==> src/rtl/uart_tx_fifo_if.sv <==
// FIFO read-side bundle between the TX sync_fifo and the UART transmit engine.
// master = engine (reader), slave = FIFO.
interface uart_tx_fifo_if #(
    parameter int unsigned DATA_WIDTH = 8
);
    logic                  fifo_empty;
    logic [DATA_WIDTH-1:0] fifo_data;
    logic                  fifo_rd_req;

    modport master (input fifo_empty, input fifo_data, output fifo_rd_req);
    modport slave  (output fifo_empty, output fifo_data, input fifo_rd_req);
endinterface

==> src/rtl/uart_tx_fifo.sv <==
// UART transmit engine: pops one byte at a time from the TX FIFO and shifts it out as 8N1.
// Define UART_TX_PARITY_EN to insert an even-parity bit (8E1 frame).
module uart_tx_fifo #(
    parameter int unsigned CLKS_PER_BIT = 16,
    parameter int unsigned DATA_WIDTH   = 8
) (
    input  logic           clk,
    input  logic           reset,
    uart_tx_fifo_if.master fifo,
    output logic           tx,
    output logic           busy,
    output logic           tx_done
);

    localparam int unsigned BAUD_W = (CLKS_PER_BIT > 1) ? $clog2(CLKS_PER_BIT) : 1;
    localparam int unsigned BIT_W  = (DATA_WIDTH > 1) ? $clog2(DATA_WIDTH) : 1;
    localparam logic [BAUD_W-1:0] BAUD_LAST = BAUD_W'(CLKS_PER_BIT - 1);
    localparam logic [BIT_W-1:0]  BIT_LAST  = BIT_W'(DATA_WIDTH - 1);

    typedef enum logic [2:0] {
        IDLE   = 3'd0,
        FETCH  = 3'd1,
        LOAD   = 3'd2,
        START  = 3'd3,
        DATA   = 3'd4,
`ifdef UART_TX_PARITY_EN
        PARITY = 3'd5,
`endif
        STOP   = 3'd6
    } state_t;

    state_t                state_q, state_d;
    logic [BAUD_W-1:0]     baud_q, baud_d;
    logic [BIT_W-1:0]      bit_q, bit_d;
    logic [DATA_WIDTH-1:0] data_q, data_d;

    logic tx_d, busy_d, tx_done_d, rd_req_d;
    logic rd_req_q;

    logic bit_end_c;
    assign bit_end_c = (baud_q == BAUD_LAST);

    // State and datapath registers
    always_ff @(posedge clk or posedge reset) begin
        if (reset) begin
            state_q <= IDLE;
            baud_q  <= '0;
            bit_q   <= '0;
            data_q  <= '0;
        end else begin
            state_q <= state_d;
            baud_q  <= baud_d;
            bit_q   <= bit_d;
            data_q  <= data_d;
        end
    end

    // Next-state, baud counter and bit index
    always_comb begin
        state_d = state_q;
        baud_d  = baud_q;
        bit_d   = bit_q;
        data_d  = data_q;
        case (state_q)
            IDLE: begin
                baud_d = '0;
                bit_d  = '0;
                if (!fifo.fifo_empty) state_d = FETCH;
            end
            FETCH: begin
                baud_d  = '0;
                state_d = LOAD;
            end
            LOAD: begin
                baud_d  = '0;
                data_d  = fifo.fifo_data;
                state_d = START;
            end
            START: begin
                baud_d = bit_end_c ? '0 : baud_q + BAUD_W'(1);
                if (bit_end_c) state_d = DATA;
            end
            DATA: begin
                baud_d = bit_end_c ? '0 : baud_q + BAUD_W'(1);
                if (bit_end_c) begin
                    if (bit_q == BIT_LAST) begin
                        bit_d = '0;
`ifdef UART_TX_PARITY_EN
                        state_d = PARITY;
`else
                        state_d = STOP;
`endif
                    end else begin
                        bit_d = bit_q + BIT_W'(1);
                    end
                end
            end
`ifdef UART_TX_PARITY_EN
            PARITY: begin
                baud_d = bit_end_c ? '0 : baud_q + BAUD_W'(1);
                if (bit_end_c) state_d = STOP;
            end
`endif
            STOP: begin
                baud_d = bit_end_c ? '0 : baud_q + BAUD_W'(1);
                if (bit_end_c) state_d = IDLE;
            end
            default: begin
                state_d = IDLE;
                baud_d  = '0;
                bit_d   = '0;
            end
        endcase
    end

    // Outputs decoded from the upcoming state so the registered copies line up with state_q
    always_comb begin
        tx_d      = 1'b1;
        busy_d    = (state_d != IDLE);
        rd_req_d  = (state_d == FETCH);
        tx_done_d = (state_d == STOP) && (baud_d == BAUD_LAST);
        case (state_d)
            START:   tx_d = 1'b0;
            DATA:    tx_d = data_d[bit_d];
`ifdef UART_TX_PARITY_EN
            PARITY:  tx_d = ^data_d;
`endif
            default: tx_d = 1'b1;
        endcase
    end

    // Output registers
    always_ff @(posedge clk or posedge reset) begin
        if (reset) begin
            tx       <= 1'b1;
            busy     <= 1'b0;
            tx_done  <= 1'b0;
            rd_req_q <= 1'b0;
        end else begin
            tx       <= tx_d;
            busy     <= busy_d;
            tx_done  <= tx_done_d;
            rd_req_q <= rd_req_d;
        end
    end

    assign fifo.fifo_rd_req = rd_req_q;

endmodule

==> src/flat_wrapper.sv <==
// flat-port wrapper written by rule: the top's interface ports become plain ports
module uart_tx_fifo_flat 
#(
    parameter int unsigned CLKS_PER_BIT = 16,
    parameter int unsigned DATA_WIDTH   = 8
)
  (clk, reset, tx, busy, tx_done, fifo_fifo_empty, fifo_fifo_data, fifo_fifo_rd_req);
  uart_tx_fifo_if #(.DATA_WIDTH(DATA_WIDTH)) fifo_i ();
  input  logic clk;
  input  logic reset;
  output logic tx;
  output logic busy;
  output logic tx_done;
  input wire logic [$bits(fifo_i.fifo_empty)-1:0] fifo_fifo_empty;
  input wire logic [$bits(fifo_i.fifo_data)-1:0] fifo_fifo_data;
  output wire logic [$bits(fifo_i.fifo_rd_req)-1:0] fifo_fifo_rd_req;
  assign fifo_i.fifo_empty = fifo_fifo_empty;
  assign fifo_i.fifo_data = fifo_fifo_data;
  assign fifo_fifo_rd_req = fifo_i.fifo_rd_req;
  uart_tx_fifo #(.CLKS_PER_BIT(CLKS_PER_BIT), .DATA_WIDTH(DATA_WIDTH)) u_core (.clk(clk), .reset(reset), .fifo(fifo_i), .tx(tx), .busy(busy), .tx_done(tx_done));
endmodule
==> config.mk <==
export PLATFORM = sky130hd
export DESIGN_NAME = uart_tx_fifo_flat
export DESIGN_NICKNAME = d
export VERILOG_FILES = /design/src/rtl/uart_tx_fifo_if.sv /design/src/rtl/uart_tx_fifo.sv /design/src/flat_wrapper.sv
export SDC_FILE = /design/constraint.sdc
export NUM_CORES = 1
export LEC_CHECK = 0
export ABC_AREA = 1
export CAP_MARGIN = 20
export CORE_UTILIZATION = 45
export DETAILED_ROUTE_END_ITERATION = 8
export PLACE_DENSITY_LB_ADDON = 0.2
export RECOVER_POWER = 50
export SLEW_MARGIN = 20
export SYNTH_ARGS = -nofsm -noshare
export SYNTH_HDL_FRONTEND = slang
export SYNTH_SLANG_ARGS = --single-unit
==> constraint.sdc <==
create_clock -name clk -period 3.2 [get_ports clk]
set_clock_uncertainty 0.1 [all_clocks]
set_input_delay 0.64 -clock clk [delete_from_list [all_inputs] [get_ports clk]]
set_output_delay 0.64 -clock clk [all_outputs]
set_load 0.005 [all_outputs]
Word level (Yosys, flattened, before mapping)
Cells that the tools add are included.

Bits in registers: 22. Word-level logic and storage cells: 43.

$add $sub $neg: 2. $lt $le $gt $ge: 1. Equal/unequal tests: 12. Multiplexer cells: 15. Reductions and logical operators: 5.

Operators with widths (count): $mux W3 (7); $pmux W3 S6 (1); $eq A3 B3 Y1 const B (5); $eq A3 B2 Y1 const B (3); $eq A4 B4 Y1 const B (2); $mux W4 (2); $mux W8 (1); $eq A3 B1 Y1 const B (2); $pmux W3 S2 (1); $add A4 B1 Y4 const B (1); $lt A3 B4 Y1 const B (1); $reduce_or A4 Y1 (1); $add A3 B1 Y3 const B (1); $bmux W1 S3 (1); $logic_not A3 Y1 (1); $reduce_bool A3 Y1 (1); $reduce_or A3 Y1 (1); $pmux W1 S2 (1); $logic_and A1 B1 Y1 (1); $mux W1 (1).

Depth between registers and ports, before layout
Word-level depth: 7. Mapped depth: 14. Mapped depth without buffers: 14.

Least setup slack after synthesis
OpenSTA, ideal clock, no wires.

Path kind: register -> register. Start point: register u_core.bit_q[0]. End point: register u_core.tx. Library setup time: 0.075 ns. Arrival time: 1.487 ns. Slack: 1.538 ns. Cell stages (with the launch flop): 15. Path buffers: 0. Period minus slack after synthesis: 1.662 ns. Cell sequence: dfrtp_1 ha_1 ha_1 inv_1 nand2_1 nand2_1 nand3_4 nand2_4 nand2_1 nand3_1 nand2_1 nand2_1 nand2_1 nand2_1 nand2_1.

Longest elaborated chain between the ends: 7. Elaborated cells between the ends (all ways): 13.

Ends and longest elaborated chain: start, declared (line uart_tx_fifo.sv:34) `logic [BIT_W-1:0] bit_q, bit_d;`; start signal, assigned (line uart_tx_fifo.sv:53) `bit_q <= bit_d;`; $add A3 B1 Y3 or $eq A3 B3 Y1 (tied branches) (line uart_tx_fifo.sv:94, uart_tx_fifo.sv:86); $mux W3 (line uart_tx_fifo.sv:86) `if (bit_q == BIT_LAST) begin`; $mux W3 (line uart_tx_fifo.sv:85) `if (bit_end_c) begin`; $pmux W3 S2 (*) (line uart_tx_fifo.sv:64) `case (state_q)`; named net u_core.bit_d[0] (line uart_tx_fifo.sv:34); $bmux W1 S3 (*) (line uart_tx_fifo.sv:124) `DATA: tx_d = data_d[bit_d];`; $mux W1 (implied by the code) (*) (line uart_tx_fifo.sv:124); $pmux W1 S2 (*) (line uart_tx_fifo.sv:122) `case (state_d)`; named net u_core.tx_d (line uart_tx_fifo.sv:37) `logic tx_d, busy_d, tx_done_d, rd_req_d;`; end signal, assigned (line uart_tx_fifo.sv:140) `tx <= tx_d;`; end, declared (line uart_tx_fifo.sv:10) `output logic tx,`.

Mark *: on every way through the listed nets, which the timed path passes. The rest lies on a longest branch. The select of a mux whose other input is x is not followed.

Final worst setup path
Start point: register u_core.tx. End point: output port tx.

RTL lines: end, declared (line flat_wrapper.sv:11) `output logic tx;`.

No word-level cell between the ends.

==> flow_summary.json <==
{
  "synth_seq_cells": 22,
  "ant_nets": 0,
  "drc": 0,
  "grt_max_degree": 23,
  "cp_num_buf_inv": 1,
  "power_density_nw_per_um2": 337,
  "synth_nets": 167,
  "rsz0062_at_grt": "false",
  "p_sw_uw": 104,
  "fmax_ghz": 0.476,
  "synth-edff-count": 0,
  "reg2regPathDepth": 10,
  "pwr-share-seq": 0.602,
  "power.internal_uw": 371,
  "dpl.cell_count": 195,
  "worstSkewPairLatency_ns": 0.31,
  "fin_crit_sh": 0.656,
  "met1_usage": 0.213,
  "power.leakage_uw": 0.000749,
  "crit_path_max_incr_delay_ns": 0.56,
  "grt_pass1_vias": 1002,
  "drive_gt1_frac": 0.112,
  "cts_hold_buf": 0,
  "synth_seq_area_share": 0.440,
  "cp.required_ns": 2.46,
  "die_w_um": 54.8,
  "cts_resized": 0,
  "reg2reg_to": "u_core.tx",
  "synth_ff_type": "dfrtp_1",
  "multi_input_area_um2": 512,
  "yosysWarnings": 0,
  "reg2reg_slack_ns": 1.15,
  "ir_worst_vdd_mv": 0.209,
  "antenna_found_initial": 0,
  "final_net_count": 184,
  "worstSetupPathDepth": 1,
  "crit_type": "reg -> out",
  "final_cells": 199,
  "gr-total-overflow": 0,
  "cts_buffers": 3,
  "grtUsageTotal": 0.201,
  "cts.sinks": 22,
  "drv_slew": 0,
  "drt-vias-per-instance": 4.96,
  "dieArea_um2": 3000,
  "combPwrFrac": 0.068,
  "area_growth_pct": 12.3,
  "setup-tns-final_ns": 0,
  "met2_usage": 0.357,
  "swShare": 0.219,
  "path_cells": "clkdlybuf4s50_1",
  "critical_path.endpoint": "tx",
  "final_util": 0.554,
  "syn_area_per_cell_um2": 8.20,
  "worstSetupStartpoint": "u_core.tx",
  "num_vias": 987,
  "top_usage_layer": "met2",
  "end_kind": "output pin",
  "synth_area_um2": 1250,
  "nFillCells": 271,
  "hpwl_mm": 1.87,
  "cp_max_fo": 1,
  "crit_slowest_cell": "dfstp_2",
  "start_kind": "register",
  "post_drt_wl_per_cell_um": 12.2,
  "yosys.cell_types.count": 28,
  "dr.pass1.iters": 4,
  "die_y_um": 54.8,
  "synthArstFlopShare": 1.00,
  "post-cts-setup-buffers": 0,
  "crit_family": "flip-flops",
  "synth_cells": 153,
  "maxCapViolations": 0,
  "outcome": "completed",
  "cts_buffer_depth": 2,
  "cts_root_buf": "clkbuf_4",
  "core-area_um2": 2540,
  "r2r-start": "u_core.state_q[0]",
  "cts_tree": "done",
  "grtUsageMet3": 0.0472,
  "gp_congestion": 0.829,
  "cp.arrival_ns": 1.36,
  "clkPwrFrac": 0.330,
  "wirelength_mm": 2.43,
  "port_buffers": 14,
  "io_pins": 15,
  "hold_class": "reg -> reg",
  "tightest_slew_ns": 0.845,
  "layout_min_cycle_time_ns": 2.10,
  "setup_viol_count_final": 0,
  "path_clk_slew_ns": 0.13,
  "grt_pass1_wl_mm": 4.08,
  "htree_levels": 1,
  "max_slew_margin": 0.436,
  "seqCellArea_um2": 552,
  "n_antenna_cell": 0,
  "drtIter0Drc": 9,
  "initial_core_util": 0.493,
  "num_rows": 18,
  "finalHoldViolCount": 0
}
-- worst min-delay path by stage --
stage | start | to | slack (ns) | cells after the start
after global placement | u_core.baud_q[0] | u_core.baud_q[0] | 0.37 | 1
final | u_core.baud_q[0] | u_core.baud_q[0] | 0.39 | 1
after detailed placement | u_core.baud_q[0] | u_core.baud_q[0] | 0.38 | 1
after global routing | u_core.baud_q[0] | u_core.baud_q[0] | 0.42 | 1
after CTS | u_core.baud_q[0] | u_core.baud_q[0] | 0.40 | 1
after floorplan | u_core.baud_q[0] | u_core.baud_q[0] | 0.36 | 1
-- per-layer routing --
layer	vias up	share of wire
li1	504	-
met1	456	0.44
met2	18	0.50
met3	9	0.033
met4	0	0.028
met5	-	0
-- Yosys cell counts (3+ instances only) --
library cell,count,area share
nor3_2,3,0.024
nand3_1,15,0.060
inv_1,31,0.093
o21ai_1,4,0.016
nand3b_1,3,0.018
nand2_1,34,0.10
nand2_2,3,0.015
inv_2,3,0.0090
o21ai_0,3,0.012
ha_1,3,0.030
nor2_1,8,0.024
dfrtp_1,21,0.42
-- registers in the layout (all words and copies together) (netlist names) --
signal / count
u_core.data_q: 8
u_core.baud_q: 4
u_core.bit_q: 3
u_core.state_q: 3
u_core.busy: 1
u_core.fifo.fifo_rd_req: 1
u_core.tx: 1
u_core.tx_done: 1
-- layout by cell type (no fill, tap or decap), drive strengths merged, types with 4 or more instances in the layout --
cell type,count
clkbuf,4
clkdlybuf4s50,13
dfrtp,21
inv,34
nand2,39
nand3,17
nor2,12
nor3,5
o21ai,8
-- cells by family after synthesis --
family          count (synthesis)  synth area share
simple gates                   77             0.324
buf+inv                        37             0.120
fa+ha+maj                       3            0.0299
flops                          22             0.440
compound gates                 14            0.0867
-- per-stage QoR --
| stage | setup slack (ns) | total power, uW | hold slack [ns] | instance area [um^2] |
|---|---|---|---|---|
| 2_1_floorplan | 1.54 | 307 | 0.360 | 1250 |
| 3_3_place_gp | 1.33 | 324 | 0.373 | 1410 |
| 3_5_place_dp | 1.31 | 325 | 0.378 | 1410 |
| 4_1_cts | 1.08 | 485 | 0.396 | 1450 |
| 5_1_grt | 0.851 | 504 | 0.415 | 1410 |
| 6_report | 1.10 | 475 | 0.394 | 1410 |
-- power groups by stage --
| stage | Combinational (uW) | Sequential (uW) | Clock [uW] |
|---|---|---|---|
| CTS | 34.2 | 286 | 164 |
| detailed placement | 33.9 | 291 | 0 |
| global route | 38.0 | 287 | 179 |
| global placement | 33.0 | 291 | 0 |
| floorplan | 16.4 | 291 | 0 |
| finish | 32.5 | 286 | 157 |
-- area by class of cell --
class | instances | share of cell area
Clock buffer | 4 | 0.0258
Inverter | 35 | 0.0933
Multi-Input combinational cell | 94 | 0.363
Sequential cell | 22 | 0.392
Tap cell | 30 | 0.0266
Timing Repair Buffer | 14 | 0.0995
(Power assumes the default switching activity.)
